<file path="src/rtl/run_ctrl.sv">
// run_ctrl: sequences a multi-pass compute engine for one run.
// A run starts on an enable pulse in IDLE. Each pass issues one eng_start pulse
// and then waits for eng_done. After the last pass the block raises valid for
// one cycle. A run that exceeds its cycle budget is aborted through ERR, which
// sets a sticky timeout flag.
module run_ctrl #(
  parameter int unsigned NUM_PASSES     = 4,        // engine passes per run, 1..255
  parameter int unsigned TIMEOUT_CYCLES = 1000000   // run cycle budget, 2..2^32-1
) (
  input  logic        clk,
  input  logic        srst_n,
  input  logic        enable,
  output logic        valid,
  output logic        busy,
  output logic        eng_start,
  input  logic        eng_done,
  output logic [7:0]  pass_idx,
  output logic [31:0] cycle_cnt,
  output logic        timeout
);

  localparam logic [7:0]  LAST_PASS   = 8'(NUM_PASSES - 1);
  localparam logic [31:0] TIMEOUT_LIM = 32'(TIMEOUT_CYCLES);

  typedef enum logic [2:0] {
    S_IDLE  = 3'd0,
    S_START = 3'd1,
    S_WAIT  = 3'd2,
    S_DONE  = 3'd3,
    S_ERR   = 3'd4
  } state_t;

  state_t      r_state;
  logic [7:0]  r_pass_idx;
  logic [31:0] r_cycle_cnt;
  logic        r_timeout;

  // Run sequencing: state, pass index, cycle counter and sticky abort flag.
  // NOTE: every register here clears on the asynchronous reset edge, so the
  // outputs drop the moment srst_n falls, with no clock needed.
  always_ff @(posedge clk or negedge srst_n) begin
    if (!srst_n) begin
      r_state     <= S_IDLE;
      r_pass_idx  <= '0;
      r_cycle_cnt <= '0;
      r_timeout   <= 1'b0;
    end else begin
      // NOTE: non-blocking assignments throughout, so every decision below
      // sees the values held at the start of the cycle.
      case (r_state)
        S_IDLE: begin
          if (enable) begin
            r_state     <= S_START;
            r_pass_idx  <= '0;
            r_cycle_cnt <= '0;
            r_timeout   <= 1'b0;
          end
        end

        S_START: begin
          r_cycle_cnt <= r_cycle_cnt + 32'd1;
          r_state     <= S_WAIT;
        end

        S_WAIT: begin
          r_cycle_cnt <= r_cycle_cnt + 32'd1;
          // A pass completion takes priority over an expired budget.
          if (eng_done) begin
            if (r_pass_idx == LAST_PASS) begin
              r_state <= S_DONE;
            end else begin
              r_pass_idx <= r_pass_idx + 8'd1;
              r_state    <= S_START;
            end
          end else if (r_cycle_cnt >= TIMEOUT_LIM) begin
            r_timeout <= 1'b1;
            r_state   <= S_ERR;
          end
        end

        S_DONE: begin
          r_state <= S_IDLE;
        end

        S_ERR: begin
          r_timeout <= 1'b1;
          r_state   <= S_IDLE;
        end

        default: begin
          r_state <= S_IDLE;
        end
      endcase
    end
  end

  // Outputs are pure decodes of the state register and the held registers.
  assign busy      = (r_state != S_IDLE);
  assign eng_start = (r_state == S_START);
  assign valid     = (r_state == S_DONE);
  assign pass_idx  = r_pass_idx;
  assign cycle_cnt = r_cycle_cnt;
  assign timeout   = r_timeout;

endmodule

</file>
<file path="config.mk">
export PLATFORM = sky130hd
export DESIGN_NAME = run_ctrl
export DESIGN_NICKNAME = d
export VERILOG_FILES = /design/src/rtl/run_ctrl.sv
export SDC_FILE = /design/constraint.sdc
export NUM_CORES = 1
export LEC_CHECK = 0
export CAP_MARGIN = 20
export CORE_ASPECT_RATIO = 1.5
export CORE_MARGIN = 3
export CORE_UTILIZATION = 23
export CTS_CLUSTER_DIAMETER = 30
export DETAILED_ROUTE_END_ITERATION = 12
export PLACE_DENSITY = 0.42
export RECOVER_POWER = 50
export SYNTH_ARGS = -nofsm -noshare
export SYNTH_HDL_FRONTEND = slang
export SYNTH_SLANG_ARGS = --single-unit
</file>
<file path="constraint.sdc">
create_clock -name clk -period 2.4 [get_ports clk]
set_input_delay 0.48 -clock clk [delete_from_list [all_inputs] [get_ports clk]]
set_output_delay 0.48 -clock clk [all_outputs]
set_load 0.05 [all_outputs]
</file>
After elaboration in Yosys (flattened, before gate mapping)
Index checks and enable logic that the tools add are counted.

word-level totals
  register bits after elaboration = 44
  input port bits = 4
  output and inout port bits = 44
  logic and storage cells = 43

cells by class
  $add $sub $neg = 2
  magnitude comparators = 1
  equal/unequal tests = 11
  mux-type cells = 15
  reduce and logical (&&, ||, !) cells = 10

operators with widths
  operator                                                                 number
  32-bit case mux with 2 select lines                                      1
  32-bit by 1-bit adder with 32-bit output, second input constant          1
  32-bit by 20-bit >= comparator with 1-bit output, second input constant  1
  32-bit 2-to-1 mux                                                        1
  8-bit 2-to-1 mux                                                         3
  8-bit case mux with 2 select lines                                       1
  2-bit != test, second input constant                                     5
  3-bit 2-to-1 mux                                                         3
  3-bit case mux with 3 select lines                                       1
  8-bit by 1-bit adder with 8-bit output, second input constant            1
  8-bit by 2-bit equality test with 1-bit output, second input constant    1
  4-bit AND reduction                                                      2
  3-bit by 2-bit equality test with 1-bit output, second input constant    2
  3-bit nonzero test                                                       2
  2-bit AND reduction                                                      2
  2-bit nonzero test                                                       2
  3-bit by 1-bit equality test with 1-bit output, second input constant    1
  3-bit equality test, second input constant                               1
  3-bit logical NOT                                                        1
  1-bit 2-to-1 mux                                                         3
  3-bit != test, second input constant                                     1
  1-bit case mux with 3 select lines                                       1
  2-bit 2-to-1 mux                                                         1
  2-bit OR reduction                                                       1

Depth between registers and ports, before layout
  depth after elaboration = 4
  gate-level depth with buffers = 8
  gate-level depth less buffers = 5

Least setup slack after synthesis
OpenSTA, ideal clock, no wires.

  path type = register -> register
  from = reg r_cycle_cnt[1] (netlist: cycle_cnt[1])
  to = reg r_cycle_cnt[16] (netlist: cycle_cnt[16])
  setup time = 0.078 ns
  arrival time = 2.336 ns
  required time = 2.322 ns
  slack = -0.014 ns
  stages on the path, launching flop included = 8
  path buffers = 2
  clock period less this slack = 2.414 ns
  cells stage by stage = dfrtp_1 > ha_1 > nand2_1 > or4_4 > buf_6 > buf_6 > or4_1 > a21oi_1

on the way
  cells in the longest elaborated chain, start to end = 2

ends and longest elaborated chain
  what                                      line    text
  start: declaration                        35      logic [31:0] r_cycle_cnt;
  start signal: assignment                  61      r_cycle_cnt <= r_cycle_cnt + 32'd1;
  start signal: assignment                  66      r_cycle_cnt <= r_cycle_cnt + 32'd1;
  32-bit by 1-bit adder with 32-bit output  61, 66
  32-bit case mux with 2 select lines       50      case (r_state)

Every way passes these cells.
A chain may end at the register's enable or synchronous reset.

Worst setup path after layout
  from = in enable
  to = reg r_cycle_cnt[17] (netlist: cycle_cnt[17])

on the way
  cells in the longest elaborated chain, start to end = 2

ends and longest elaborated chain
  what                           line  text
  start: declaration             12    input logic enable,
  2-bit != test (no line)        --
  2-bit AND reduction (no line)  --

Every way passes these cells.

==> out/metrics.csv <==
metric;value;unit
status;finished, final reports clean;
fin cells;486;
Final Hold Violating Endpoints;0;
Setup Viol. Count Final;0;
Mean Syn Cell Area;9.12;um^2
Initial Util;0.238;
Die Wd;91.9;um
CP peak stage delay;530;ps
vias per inst;4.97;
switching share of total power;0.369;
reg-to-reg endpoint;cycle_cnt[29]$_DFFE_PN0P_;
Seq/Total Area, Yosys;0.433;
period utilization;0.937;
Die Y;135;um
Iter 0 DRT Violations;162;
area grow syn2layout;33.9;%
critical path class;input port to flop;
fraction of the mapped netlist area in compound gates;0.184;
Final Power;2.30;mW
unrepaired setup endpoints after global routing;false;
Max Clock Freq;445;MHz
post-synthesis async set-or-reset flop share;1.00;
crit path max fanout;22;
r2r setup slk;200;ps
core area;10700;um^2
EDFF count, synth;0;
part of the power in registers;0.370;
Final nets;348;
largest cells by area after synthesis;dfrtp_1, a21oi_1, o31ai_1;
main combinational cell family by area after synthesis;simple AND/OR/NAND/NOR gates;
CTS Buffer Depth;2;
CTS tree;done;
Max H-tree Level;2;
Port Buffers;47;
vias in the first global route;2480;
post-synthesis register bit count;44;
post-place setup slack;-134;ps
top-area cell type share of the netlist area;0.433;
Slew HR;0.216;
Synth area leader;dfrtp_1;
Final HPWL DP;5560;um
worst vdd ir;0.000489;V
first-pass GRT wire length;12800;um
mux cell area share after synthesis;0.0212;
Clock Power Share;0.308;
internal power;1.45;mW
root buffer cell;clkbuf_16;
ANT nets after route;0;
largest net degree at the start of global routing;34;
Gate power share;0.322;
worst r2r src;cycle_cnt[5]$_DFFE_PN0P_;
Tmin final;2250;ps
top-count cell post-synth;dfrtp_1;
reg2reg path depth;4;
I/O pin total;48;
Adder-Cell Fraction of Synth Area;0.0148;
crit-path most repeated cell;or4_1;
total CTS buffers;5;
final critical-path setup slack;152;ps
Global Route Usage Sum;0.130;
clock skew;4.91;ps
Max Cap Viol;0;
Slew @ Worst Pin;1180;ps
ys flop type;dfrtp_1;
cells along the critical path;clkdlybuf4s50_1 -> nor3_1 -> or4_1 -> buf_4 -> or4_1 -> a21oi_1;
Routed WL;7500;um
clk_lat worst skew;290;ps
Post-CTS Setup Inserts;0;
total number of vias;2417;
Net Switching;0.851;mW
cell count after synthesis;279;
Yosys cell types;42;
clk slew on worst S/H paths;60;ps
mapped cell area;2540;um^2
Final Slew Violations;0;
CP max stage cell;or4_1;
Worst EP required;2610;ps
site row count;46;
XOR/XNOR Fraction of Synth Area;0.0103;
initial antenna violation count;0;
DRT Pass-1 Iters;4;
Worst EP arrival;2450;ps
Leak;1.32;nW
DRC;0;
warning count from the yosys run;0;
DR WL/cell;15.4;um
Commonest cells post-synth;dfrtp_1, a21oi_1, o31ai_1;
layout cells sized above 1;0.114;
clock sink count;44;
Post-Syn Nets;286;
Post-Synth Simple-Gate Area;0.291;
Setup crit end kind;flop;
n_diodes;0;
pwr/cell area;677;nW/um^2
min-delay worst type;input port to asynchronous set/reset pin;
gpl congestion;0.738;
die area;12400;um^2
post-cts resize count;0;
crit path launch type;input port;
cts hold-fix bufs;0;
Cells after DPL;478;
total gr overflow;0;
worst max-delay path by stage:
stage / from / endpoint / slack, ps / cells past startpoint
floorplan: cycle_cnt[0]$_DFFE_PN0P_ / cycle_cnt[16]$_DFFE_PN0P_ / 10 / 7
global placement: enable / cycle_cnt[17]$_DFFE_PN0P_ / -140 / 6
detailed placement: enable / cycle_cnt[17]$_DFFE_PN0P_ / -130 / 6
CTS: enable / cycle_cnt[17]$_DFFE_PN0P_ / 160 / 6
global route: enable / cycle_cnt[17]$_DFFE_PN0P_ / 40 / 6
finish: enable / cycle_cnt[17]$_DFFE_PN0P_ / 150 / 6
through the flow:
step                instance area, um^2  utilization  hold slack [ps]  setup TNS (ps)
floorplan                          2540            -              184               0
global placement                   3290        0.307              480           -2050
detailed placement                 3290        0.307              481           -2210
CTS                                3430        0.321              166               0
global route                       3410        0.318              505               0
finish                             3410        0.318              404               0
registers in the layout (all words and copies together) (netlist names):
signal / count
timeout: 1
r_state: 3
pass_idx: 8
cycle_cnt: 32
layout make-up:
class                           instances  area (um^2)
Tap cell                              144          180
Fill cell                            1202         7300
Multi-Input combinational cell        210         1330
Inverter                                9         33.8
Clock buffer                            8          146
Sequential cell                        44         1100
Timing Repair Buffer                   71          611
worst max-delay path: cells and delay by family:
kind	cells	cell delay, ps
buf+inv	2	700
simple gates	3	1120
compound gates	1	150
cells in the final DEF, fill, tap and decap left out, drive strengths merged, types with 7 or more instances in the layout:
master         instances
inv                    9
o21ai                 13
buf                   19
nand3                 15
dfrtp                 44
nor2                  10
a21oi                 33
nand2                 19
o31ai                 20
or3                   13
dlygate4sd3            7
nand4                 10
clkdlybuf4s50         36
or4                   21
clkbuf                17
cell families after synthesis:
kind of cell	after synthesis
AO/OA/AOI/OAI	77
XOR/XNOR	3
adder cells (fa/ha/maj)	3
buffers and inverters	25
flip-flops	44
multiplexers	5
AND/OR/NAND/NOR	122
power groups by stage:
stage	registers, mW	logic [mW]	clock network, mW
2_1_floorplan	0.965	0.399	0
3_3_place_gp	0.868	0.789	0
3_5_place_dp	0.867	0.792	0
4_1_cts	0.854	0.795	0.738
5_1_grt	0.864	0.814	0.768
6_report	0.853	0.743	0.709
layer usage:
layer	vias up	track usage	part of all wire
li1	1193	-	-
met1	1171	0.155	0.42
met2	46	0.233	0.53
met3	7	0.0234	0.035
met4	0	0.0471	0.017
met5	-	0	0
(Power assumes the default switching activity.)
